==> config.mk <==
export PLATFORM = sky130hd
export DESIGN_NAME = serial_subtractor
export DESIGN_NICKNAME = d
export VERILOG_FILES = /design/src/rtl/serial_subtractor.sv
export SDC_FILE = /design/constraint.sdc
export NUM_CORES = 1
export LEC_CHECK = 0
export ABC_CLOCK_PERIOD_IN_PS = 1500
export CAP_MARGIN = 20
export CORE_ASPECT_RATIO = 2
export CORE_MARGIN = 2
export CORE_UTILIZATION = 46
export DETAILED_ROUTE_END_ITERATION = 10
export GPL_ROUTABILITY_DRIVEN = 1
export GPL_TIMING_DRIVEN = 1
export PLACE_DENSITY = 0.72
export RECOVER_POWER = 50
export SLEW_MARGIN = 20
export SYNTH_ARGS = -nofsm -noshare
export SYNTH_HDL_FRONTEND = slang
export SYNTH_SLANG_ARGS = --single-unit
==> constraint.sdc <==
create_clock -name clk -period 1.5 [get_ports clk]
set_clock_uncertainty 0.05 [all_clocks]
set_input_delay 0.3 -clock clk [delete_from_list [all_inputs] [get_ports clk]]
set_output_delay 0.3 -clock clk [all_outputs]
set_load 0.05 [all_outputs]
==> src/rtl/serial_subtractor.sv <==
// Bit-serial unsigned subtractor: computes a - b one bit per clock, LSB first,
// and presents the full difference and final borrow for a single done cycle.
module serial_subtractor #(
  parameter int WIDTH = 8
) (
  input  logic             clk,
  input  logic             rst,
  input  logic             start,
  input  logic [WIDTH-1:0] a,
  input  logic [WIDTH-1:0] b,
  output logic             busy,
  output logic             done,
  output logic [WIDTH-1:0] diff,
  output logic             borrow_out,
  output logic             d_bit
);

  localparam int CW = (WIDTH > 2) ? $clog2(WIDTH) : 1;
  localparam logic [CW-1:0] LAST_BIT = CW'(WIDTH - 1);

  localparam logic [1:0] IDLE  = 2'd0;
  localparam logic [1:0] SHIFT = 2'd1;
  localparam logic [1:0] DONE  = 2'd2;

  logic [1:0]       state;
  logic [1:0]       state_next;
  logic [WIDTH-1:0] a_sr;
  logic [WIDTH-1:0] b_sr;
  logic [WIDTH-1:0] r_sr;
  logic             br;
  logic [CW-1:0]    cnt;

  logic             d_raw;
  logic             br_next;
  logic             last_bit;

  // One full-subtractor cell applied to the current LSBs of the operand shifters.
  assign d_raw    = a_sr[0] ^ b_sr[0] ^ br;
  assign br_next  = (~a_sr[0] & b_sr[0]) | (~(a_sr[0] ^ b_sr[0]) & br);
  assign last_bit = (cnt == LAST_BIT);

  // NOTE: every always_comb output gets a default first so no path can
  // leave it unassigned and infer a latch.
  always_comb begin
    state_next = state;
    case (state)
      IDLE:    if (start)    state_next = SHIFT;
      SHIFT:   if (last_bit) state_next = DONE;
      DONE:                  state_next = IDLE;
      default:               state_next = IDLE;
    endcase
  end

  // NOTE: all state is updated with non-blocking assignments so every register
  // samples the pre-edge values, independent of statement order.
  always_ff @(posedge clk) begin
    if (rst) begin
      state      <= IDLE;
      a_sr       <= '0;
      b_sr       <= '0;
      r_sr       <= '0;
      br         <= 1'b0;
      cnt        <= '0;
      diff       <= '0;
      borrow_out <= 1'b0;
    end else begin
      state <= state_next;
      case (state)
        IDLE: begin
          if (start) begin
            a_sr <= a;
            b_sr <= b;
            r_sr <= '0;
            br   <= 1'b0;
            cnt  <= '0;
          end
        end
        SHIFT: begin
          a_sr <= a_sr >> 1;
          b_sr <= b_sr >> 1;
          r_sr <= {d_raw, r_sr[WIDTH-1:1]};
          br   <= br_next;
          cnt  <= cnt + 1'b1;
          // The partial result stays internal; diff only changes once it is complete.
          if (last_bit) begin
            diff       <= {d_raw, r_sr[WIDTH-1:1]};
            borrow_out <= br_next;
          end
        end
        default: ;
      endcase
    end
  end

  assign busy  = (state == SHIFT) || (state == DONE);
  assign done  = (state == DONE);
  assign d_bit = (state == SHIFT) ? d_raw : 1'b0;

endmodule

==> results of run 1 <==
-- flip-flops by register name (all words and copies together), names as in the netlist --
| register | cells |
|---|---|
| a_sr | 8 |
| b_sr | 8 |
| borrow_out | 1 |
| br | 1 |
| cnt | 3 |
| diff | 8 |
| r_sr | 7 |
| state | 2 |
-- cells in the mapped netlist --
| cell | n | area, µm² |
|---|---|---|
| nand2_1 | 20 | 75.1 |
| nand3b_1 | 3 | 22.5 |
| fa_1 | 1 | 20.0 |
| a211oi_2 | 14 | 175 |
| and2_1 | 2 | 12.5 |
| a211oi_1 | 2 | 15.0 |
| a21o_1 | 1 | 7.51 |
| nand3_1 | 1 | 5.00 |
| inv_1 | 6 | 22.5 |
| buf_2 | 6 | 30.0 |
| dfxtp_1 | 38 | 761 |
| mux2i_1 | 15 | 150 |
| buf_4 | 5 | 37.5 |
| nor2_1 | 25 | 93.8 |
| clkbuf_1 | 3 | 11.3 |
| a32oi_1 | 10 | 87.6 |
| mux2_4 | 1 | 15.0 |
| a21oi_1 | 13 | 65.1 |
| ha_1 | 6 | 75.1 |
| nand2b_1 | 2 | 12.5 |
-- repair_timing --
action,in CTS,in global routing
buffers inserted,0,2
setup endpoints to repair,21,18
cloned,2,2
pin swaps,2,3
gates resized for setup,12,14
-- metal layers --
layer	up-vias	share of wire, %	track usage [%]
met1	668	36	21.0
met2	29	59	34.8
li1	686	-	-
met4	0	1.1	6.25
met5	-	0	0
met3	6	4.0	5.02
-- tightest hold or removal path: cells and delay by family, from the launching register on --
| kind | cells | cell delay, ns |
|---|---|---|
| flops | 1 | 0.31 |
| simple gates | 1 | 0.05 |
| compound gates | 1 | 0.05 |
-- how the worst max path moves through the flow --
stage	start	to	slack, ns	cells after the start
2_1_floorplan	state[0]$_SDFFE_PP0P_	a_sr[3]$_SDFFE_PP0P_	0.01	6
3_3_place_gp	start	a_sr[1]$_SDFFE_PP0P_	-0.12	4
3_5_place_dp	start	a_sr[6]$_SDFFE_PP0P_	-0.20	4
4_1_cts	a_sr[0]$_SDFFE_PP0P_	d_bit	-0.37	3
5_1_grt	a_sr[0]$_SDFFE_PP0P_	d_bit	-0.40	3
6_report	a_sr[0]$_SDFFE_PP0P_	d_bit	-0.36	3
-- stage by stage --
stage	instance area [µm²]	util, %	setup WS (ns)	setup TNS (ns)
after floorplan	1710	-	0.0139	0
after global placement	2180	61.2	-0.118	-1.93
after detailed placement	2180	61.2	-0.201	-3.25
after CTS	2390	67.1	-0.372	-0.372
after global routing	2320	65.1	-0.404	-0.765
final	2320	65.1	-0.357	-0.357
-- kinds of logic after synthesis --
kind of cell | after synthesis | synth area share, %
compound gates | 40 | 20.7
flops | 38 | 44.9
fa+ha+maj | 7 | 5.61
buf+inv | 20 | 5.98
mux | 16 | 9.75
simple gates | 53 | 13.1
-- layout by cell type, fill, tap and decap left out, types with 2 or more instances in the layout --
cell type        synthesis  layout
nor2_1                  25      23
mux2_4                   1       2
a21oi_1                 13      13
clkdlybuf4s50_1          0      17
nand2b_1                 2       2
nand3b_1                 3       3
mux2i_1                 15      12
ha_4                     0       2
a211oi_2                14      14
buf_4                    5       4
clkbuf_2                 0       9
nand2_1                 20      20
buf_12                   0       5
dfxtp_1                 38      34
clkbuf_8                 0       6
ha_1                     6       4
a32oi_1                 10      10
mux2_2                   0       2
inv_1                    6       4
buf_8                    0       2
a211oi_1                 2       2
dfxtp_2                  0       3
nor2_2                   0       2
mux2i_2                  0       3
bufinv_16                0       2
-- power groups by stage --
stage	sequential [mW]	clock, mW	combinational, mW
3_5_place_dp	1.16	0	0.668
2_1_floorplan	1.15	0	0.487
5_1_grt	1.15	1.12	0.863
6_report	1.14	1.06	0.804
4_1_cts	1.14	1.08	0.734
3_3_place_gp	1.15	0	0.644
-- final cells by class --
| type | count | share of cell area, % |
|---|---|---|
| timing repair buffer | 41 | 17.7 |
| inverter | 6 | 1.08 |
| clock buffer | 6 | 3.56 |
| tap | 49 | 2.64 |
| multi-input combinational | 119 | 39.3 |
| sequential | 38 | 33.1 |
| clock inverter | 2 | 2.59 |
==> summary.md, run 1 <==
| Metric | Value |
|---|---|
| Post-route DRC | 0 |
| Internal Pwr Total | 2.19 mW |
| CTS tree | yes |
| Die Wd | 46.9 µm |
| Hold buffers post-CTS | 0 |
| Distinct cell type count after synthesis | 20 |
| Grt ovf | 0 |
| Sw frac | 27.1% |
| Final hold slack | 0.409 ns |
| Sequential share of the synthesized area | 44.9% |
| Worst path max stage delay | 0.58 ns |
| GP Congestion | 0.725 |
| Fillers | 310 |
| Minimum clock period | 1.86 ns |
| Routed wire length | 4000 µm |
| Syn_area_per_cell | 9.74 µm² |
| Worst hold endpoint | diff[2]$_SDFFE_PP0P_ |
| Vias per Instance | 5.32 |
| Die Span Y | 89.8 µm |
| Placeable Area | 0.00357 mm² |
| Slew HR | 78.4% |
| Syn nets | 200 |
| Synth Instances | 174 |
| Layout area overhead | 37.1% |
| Yosys warns | 0 |
| Max Cap Violations | 0 |
| Violated checks | negative setup slack |
| Largest net degree at the start of global routing | 39 |
| Antenna violations before repair | 0 |
| Pleak | 0.886 nW |
| Io pins | 31 |
| Logic pwr share | 26.7% |
| Critical path type | flop to primary output |
| Final nets | 237 |
| DR WL/cell | 15.3 µm |
| Clock root cell | clkbuf_8 |
| Hold Vio Cnt, Final | 0 |
| Post-route ant nets | 0 |
| Slew Limit Fails | 0 |
| Crit path launch type | flop |
| Vias | 1389 |
| Crit end category | primary output |
| IO Port Bufs | 30 |
| Vias in the first global route | 1428 |
| Crit path DAT | 1.51 ns |
| Worst Path Required | 1.15 ns |
| Area of the multi-input gates | 913 µm² |
| R2R setup slack | 0.02 ns |
| Cts bufs inserted | 5 |
| Inserted Diodes | 0 |
| Setup slack after layout | -0.357 ns |
| Cells along the critical path | fa_1 > and2_4 > buf_12 |
| Deepest clock path buffer count | 2 |
| Number of H-tree levels | 2 |
| Share of layout cells above drive strength 1 | 29.7% |
| Clock slew at reported path FFs | 0.08 ns |
| Final period utilization | 124% |
| Power Total | 3.01 mW |
| Hold Path Class | flop to flop |
| RR Endpoint | b_sr[1]$_SDFFE_PP0P_ |
| HPWL after detailed placement | 2390 µm |
| Rows | 31 |
| Sw Pwr | 0.816 mW |
| Synth Register Bits | 38 |
| Top delay family on crit path | adder cells |
| Hold Path Origin | diff[2]$_SDFFE_PP0P_ |
| Global-route wire length before repair | 6250 µm |
| Post-Syn Area | 0.00169 mm² |
| Pre-antenna DRT Iters | 4 |
| Pwr Density | 1300 mW/mm² |
| Clock sink count | 38 |
| Sequential Power Share | 38.0% |
| Fin cells | 261 |
| Worst R2R Start | state[1]$_SDFFE_PP0P_ |
| Max VDD drop | 948 µV |
| Worst Tran Pin Value | 0.323 ns |
| Crit Path Max Fanout | 2 |
| Max Clk Rate | 538 MHz |
| Clk Latency, worst-skew pair | 0.29 ns |
| Register Area | 768 µm² |
| Cells on worst reg2reg path | 5 |
| Slowest stage cell on the critical path | fa_1 |
| RSZ-0062 raised after global routing | true |
| DR iter-0 viols | 24 |
| Initial Utilization | 47.5% |
| Hold Path Depth | 2 |
| Overall routing resource usage | 19.6% |
| Portion of total power attributed to the clock network | 35.2% |
| Setup violations, final | 1 |
| CP Buf/Inv Count | 1 |
| Die footprint | 0.00421 mm² |
| Placed Cells incl. Taps | 247 |
| Status | finished, violations left |
Note: power is estimated with default switching activity, not from simulation.
==> inputs of run 2 (changes only) <==
ABC_AREA = 1   (was default)
CORE_UTILIZATION = 47   (was 46)
PLACE_DENSITY = 0.73   (was 0.72)
SETUP_SLACK_MARGIN = 0.05   (was default)
==> summary.md, run 2 <==
| Metric | Value |
|---|---|
| Status | finished, violations left (unchanged) |
| Violated checks | negative setup slack (unchanged) |
| Deepest clock path buffer count | 2 (unchanged) |
| Clock sink count | 38 (unchanged) |
| Placed Cells incl. Taps | 352 (was 247) |
| Internal Pwr Total | 2.89 mW (was 2.19 mW) |
| Crit Path Max Fanout | 2 (unchanged) |
| Io pins | 31 (unchanged) |
| Yosys warns | 0 (unchanged) |
| Largest family of logic cells by synthesized area | simple AND/OR/NAND/NOR gates (was compound AO/OA/AOI/OAI gates) |
| Yosys top cell by area | dfxtp_1 (unchanged) |
| Max VDD drop | 1060 µV (was 948 µV) |
| HPWL after detailed placement | 2790 µm (was 2390 µm) |
| Vias | 1932 (was 1389) |
| Most frequent cell after synthesis | nand2_1 (was dfxtp_1) |
| Critical path type | flop to primary output (unchanged) |
| Synth Area in Compound Gates | 6.00% (was 20.7%) |
| Max Cap Violations | 0 (unchanged) |
| Routed wire length | 5100 µm (was 4000 µm) |
| Syn_area_per_cell | 6.74 µm² (was 9.74 µm²) |
| Ys async rst share | 0% (unchanged) |
| Commonest non-fill, non-tap cells in the layout | nand2_1 (62), nor2_1 (42), dfxtp_1 (34), nand3_1 (33), inv_1 (22) (was dfxtp_1 (34), nor2_1 (23), nand2_1 (20), clkdlybuf4s50_1 (17), a211oi_2 (14)) |
| Fraction of synthesized area in multiplexers | 0% (was 9.75%) |
| Pleak | 1.22 nW (was 0.886 nW) |
| Overall routing resource usage | 20.3% (was 19.6%) |
| Cts bufs inserted | 5 (unchanged) |
| DR WL/cell | 13.6 µm (was 15.3 µm) |
| Adder and majority gate portion of the synthesized area | 5.18% (was 5.61%) |
| Crit path launch type | flop (unchanged) |
| Die footprint | 0.00445 mm² (was 0.00421 mm²) |
| Clk Latency, worst-skew pair | 0.30 ns (was 0.29 ns) |
| Inserted Diodes | 0 (unchanged) |
| Placeable Area | 0.00380 mm² (was 0.00357 mm²) |
| Setup violations, final | 13 (was 1) |
| Distinct cell type count after synthesis | 18 (was 20) |
| GP Congestion | 0.770 (was 0.725) |
| Clock slew at reported path FFs | 0.08 ns (about the same) |
| Ranking of synthesized cells by area | dfxtp_1 (41%), nand2_1 (16%), nor2_1 (9.6%), nand3_1 (9.5%), inv_1 (5.7%) (was dfxtp_1 (45%), a211oi_2 (10%), mux2i_1 (8.9%), nor2_1 (5.5%), a32oi_1 (5.2%)) |
| Global-route wire length before repair | 6640 µm (was 6250 µm) |
| DR iter-0 viols | 56 (was 24) |
| Main synth FF type | dfxtp_1 (unchanged) |
| Most common cell after layout, fill and taps aside | nand2_1 (was dfxtp_1) |
| Layout area overhead | 47.3% (was 37.1%) |
| Worst Path Required | 1.15 ns (about the same) |
| Synth top area share | 41.5% (was 44.9%) |
| Die Wd | 48.2 µm (was 46.9 µm) |
| Antenna violations before repair | 0 (unchanged) |
| Clock root cell | clkbuf_8 (unchanged) |
| Final nets | 350 (was 237) |
| Commonest cells post-synth | nand2_1 (76), nor2_1 (47), dfxtp_1 (38) (was dfxtp_1 (38), nor2_1 (25), nand2_1 (20)) |
| Slew HR | 81.1% (was 78.4%) |
| Final period utilization | 124% (about the same) |
| Setup slack after layout | -0.363 ns (was -0.357 ns) |
| Sequential share of the synthesized area | 41.5% (was 44.9%) |
| Portion of total power attributed to the clock network | 14.9% (was 35.2%) |
| Grt ovf | 0 (unchanged) |
| RSZ-0062 raised after global routing | true (unchanged) |
| Worst Tran Pin Value | 0.284 ns (was 0.323 ns) |
| IO Port Bufs | 30 (unchanged) |
| Synth Register Bits | 38 (unchanged) |
| Initial Utilization | 48.2% (was 47.5%) |
| Sw frac | 41.4% (was 27.1%) |
| Crit path DAT | 1.51 ns (about the same) |
| Fin cells | 376 (was 261) |
| Crit end category | primary output (unchanged) |
| Die Span Y | 92.3 µm (was 89.8 µm) |
| Rows | 32 (was 31) |
| Post-route DRC | 0 (unchanged) |
| Hold Vio Cnt, Final | 0 (unchanged) |
| Post-route ant nets | 0 (unchanged) |
| Vias in the first global route | 1715 (was 1428) |
| Largest regs | a_sr x8, b_sr x8, diff x8 (unchanged) |
| Post-synth EDFFs | 0 (unchanged) |
| Synth Area in XOR/XNOR | 0% (unchanged) |
| Vias per Instance | 5.14 (was 5.32) |
| Synth Area in Simple Gates | 36.2% (was 13.1%) |
| Post-Syn Area | 0.00183 mm² (was 0.00169 mm²) |
| Syn nets | 298 (was 200) |
| Max Clk Rate | 537 MHz (was 538 MHz) |
| Synth Instances | 272 (was 174) |
| CTS tree | yes (unchanged) |
| Pre-antenna DRT Iters | 4 (unchanged) |
| Fillers | 305 (was 310) |
| Minimum clock period | 1.86 ns (about the same) |
| Sw Pwr | 2.04 mW (was 0.816 mW) |
| Logic pwr share | 56.5% (was 26.7%) |
| Power Total | 4.94 mW (was 3.01 mW) |
| Hold buffers post-CTS | 0 (unchanged) |
| Hold Path Class | flop to flop (unchanged) |
| Slew Limit Fails | 0 (unchanged) |
| Share of layout cells above drive strength 1 | 28.0% (was 29.7%) |
| Largest net degree at the start of global routing | 27 (was 39) |
| Number of H-tree levels | 2 (unchanged) |
| Pwr Density | 1830 mW/mm² (was 1300 mW/mm²) |
| Sequential Power Share | 28.7% (was 38.0%) |
-- run 2: area by class of cell --
type	count	area, µm²	share of cell area (%)
tap	51	63.8	2.36
inverter	30	130	4.82
clock inverter	1	5.00	0.185
timing repair buffer	56	612	22.6
multi-input combinational	191	1020	37.7
sequential	38	768	28.4
timing repair inverter	2	16.3	0.602
clock buffer	7	86.3	3.20
-- run 2: metrics by stage --
| stage | hold slack [ns] | setup slack, ns | util (%) | cell area, µm² | TNS, ns |
|---|---|---|---|---|---|
| floorplan | 0.319 | 0.0114 | - | 1840 | 0 |
| global placement | 0.412 | -0.0274 | 62.1 | 2360 | -0.0648 |
| detailed placement | 0.422 | -0.0555 | 62.1 | 2360 | -0.206 |
| CTS | 0.433 | -0.370 | 65.1 | 2470 | -0.443 |
| global route | 0.433 | -0.386 | 71.0 | 2700 | -2.91 |
| finish | 0.414 | -0.363 | 71.0 | 2700 | -1.05 |
-- run 2: cells by family after synthesis --
logic type	count (synthesis)
and+or+nand+nor	162
buffers and inverters	43
DFF	38
AOI/OAI and AO/OA	22
adders and majority gates	7
-- run 2: worst paths after layout --
| path | start | to | depth (start not counted) | slack, ns |
|---|---|---|---|---|
| max | b_sr[0]$_SDFFE_PP0P_ | d_bit | 5 | -0.36 |
| min | diff[3]$_SDFFE_PP0P_ | diff[3]$_SDFFE_PP0P_ | 2 | 0.41 |
| max reg2reg | state[1]$_SDFFE_PP0P_ | a_sr[0]$_SDFFE_PP0P_ | 10 | -0.20 |
| min reg2reg | diff[3]$_SDFFE_PP0P_ | diff[3]$_SDFFE_PP0P_ | 2 | 0.41 |
-- run 2: layer usage --
layer	vias up	global-route usage, %	share of wire [%]	routed length, µm
met5	-	0	0	0
met4	0	12.8	5.6	287
met3	27	5.26	5.0	253
met2	79	35.5	55	2800
met1	886	18.6	34	1750
li1	940	-	-	-
-- run 2: repair_timing --
action	4_1_cts	5_1_grt
buffers inserted	0	11
gates resized for setup	9	62
cloned	0	5
pin swaps	0	33
setup endpoints to repair	19	19
-- run 2: power groups by stage --
| stage | clock network [mW] | logic, mW | registers, mW |
|---|---|---|---|
| after floorplan | 0 | 1.39 | 1.37 |
| after global placement | 0 | 1.91 | 1.39 |
| after detailed placement | 0 | 1.95 | 1.40 |
| after CTS | 0.733 | 2.01 | 1.38 |
| after global routing | 0.781 | 3.02 | 1.44 |
| final | 0.735 | 2.79 | 1.41 |
-- run 2: critical path, stage by stage, from the launching register on --
cell	delay, ns
dfxtp_2	0.32
inv_2	0.04
fa_1	0.49
nand2_2	0.10
clkinvlp_4	0.11
buf_12	0.16
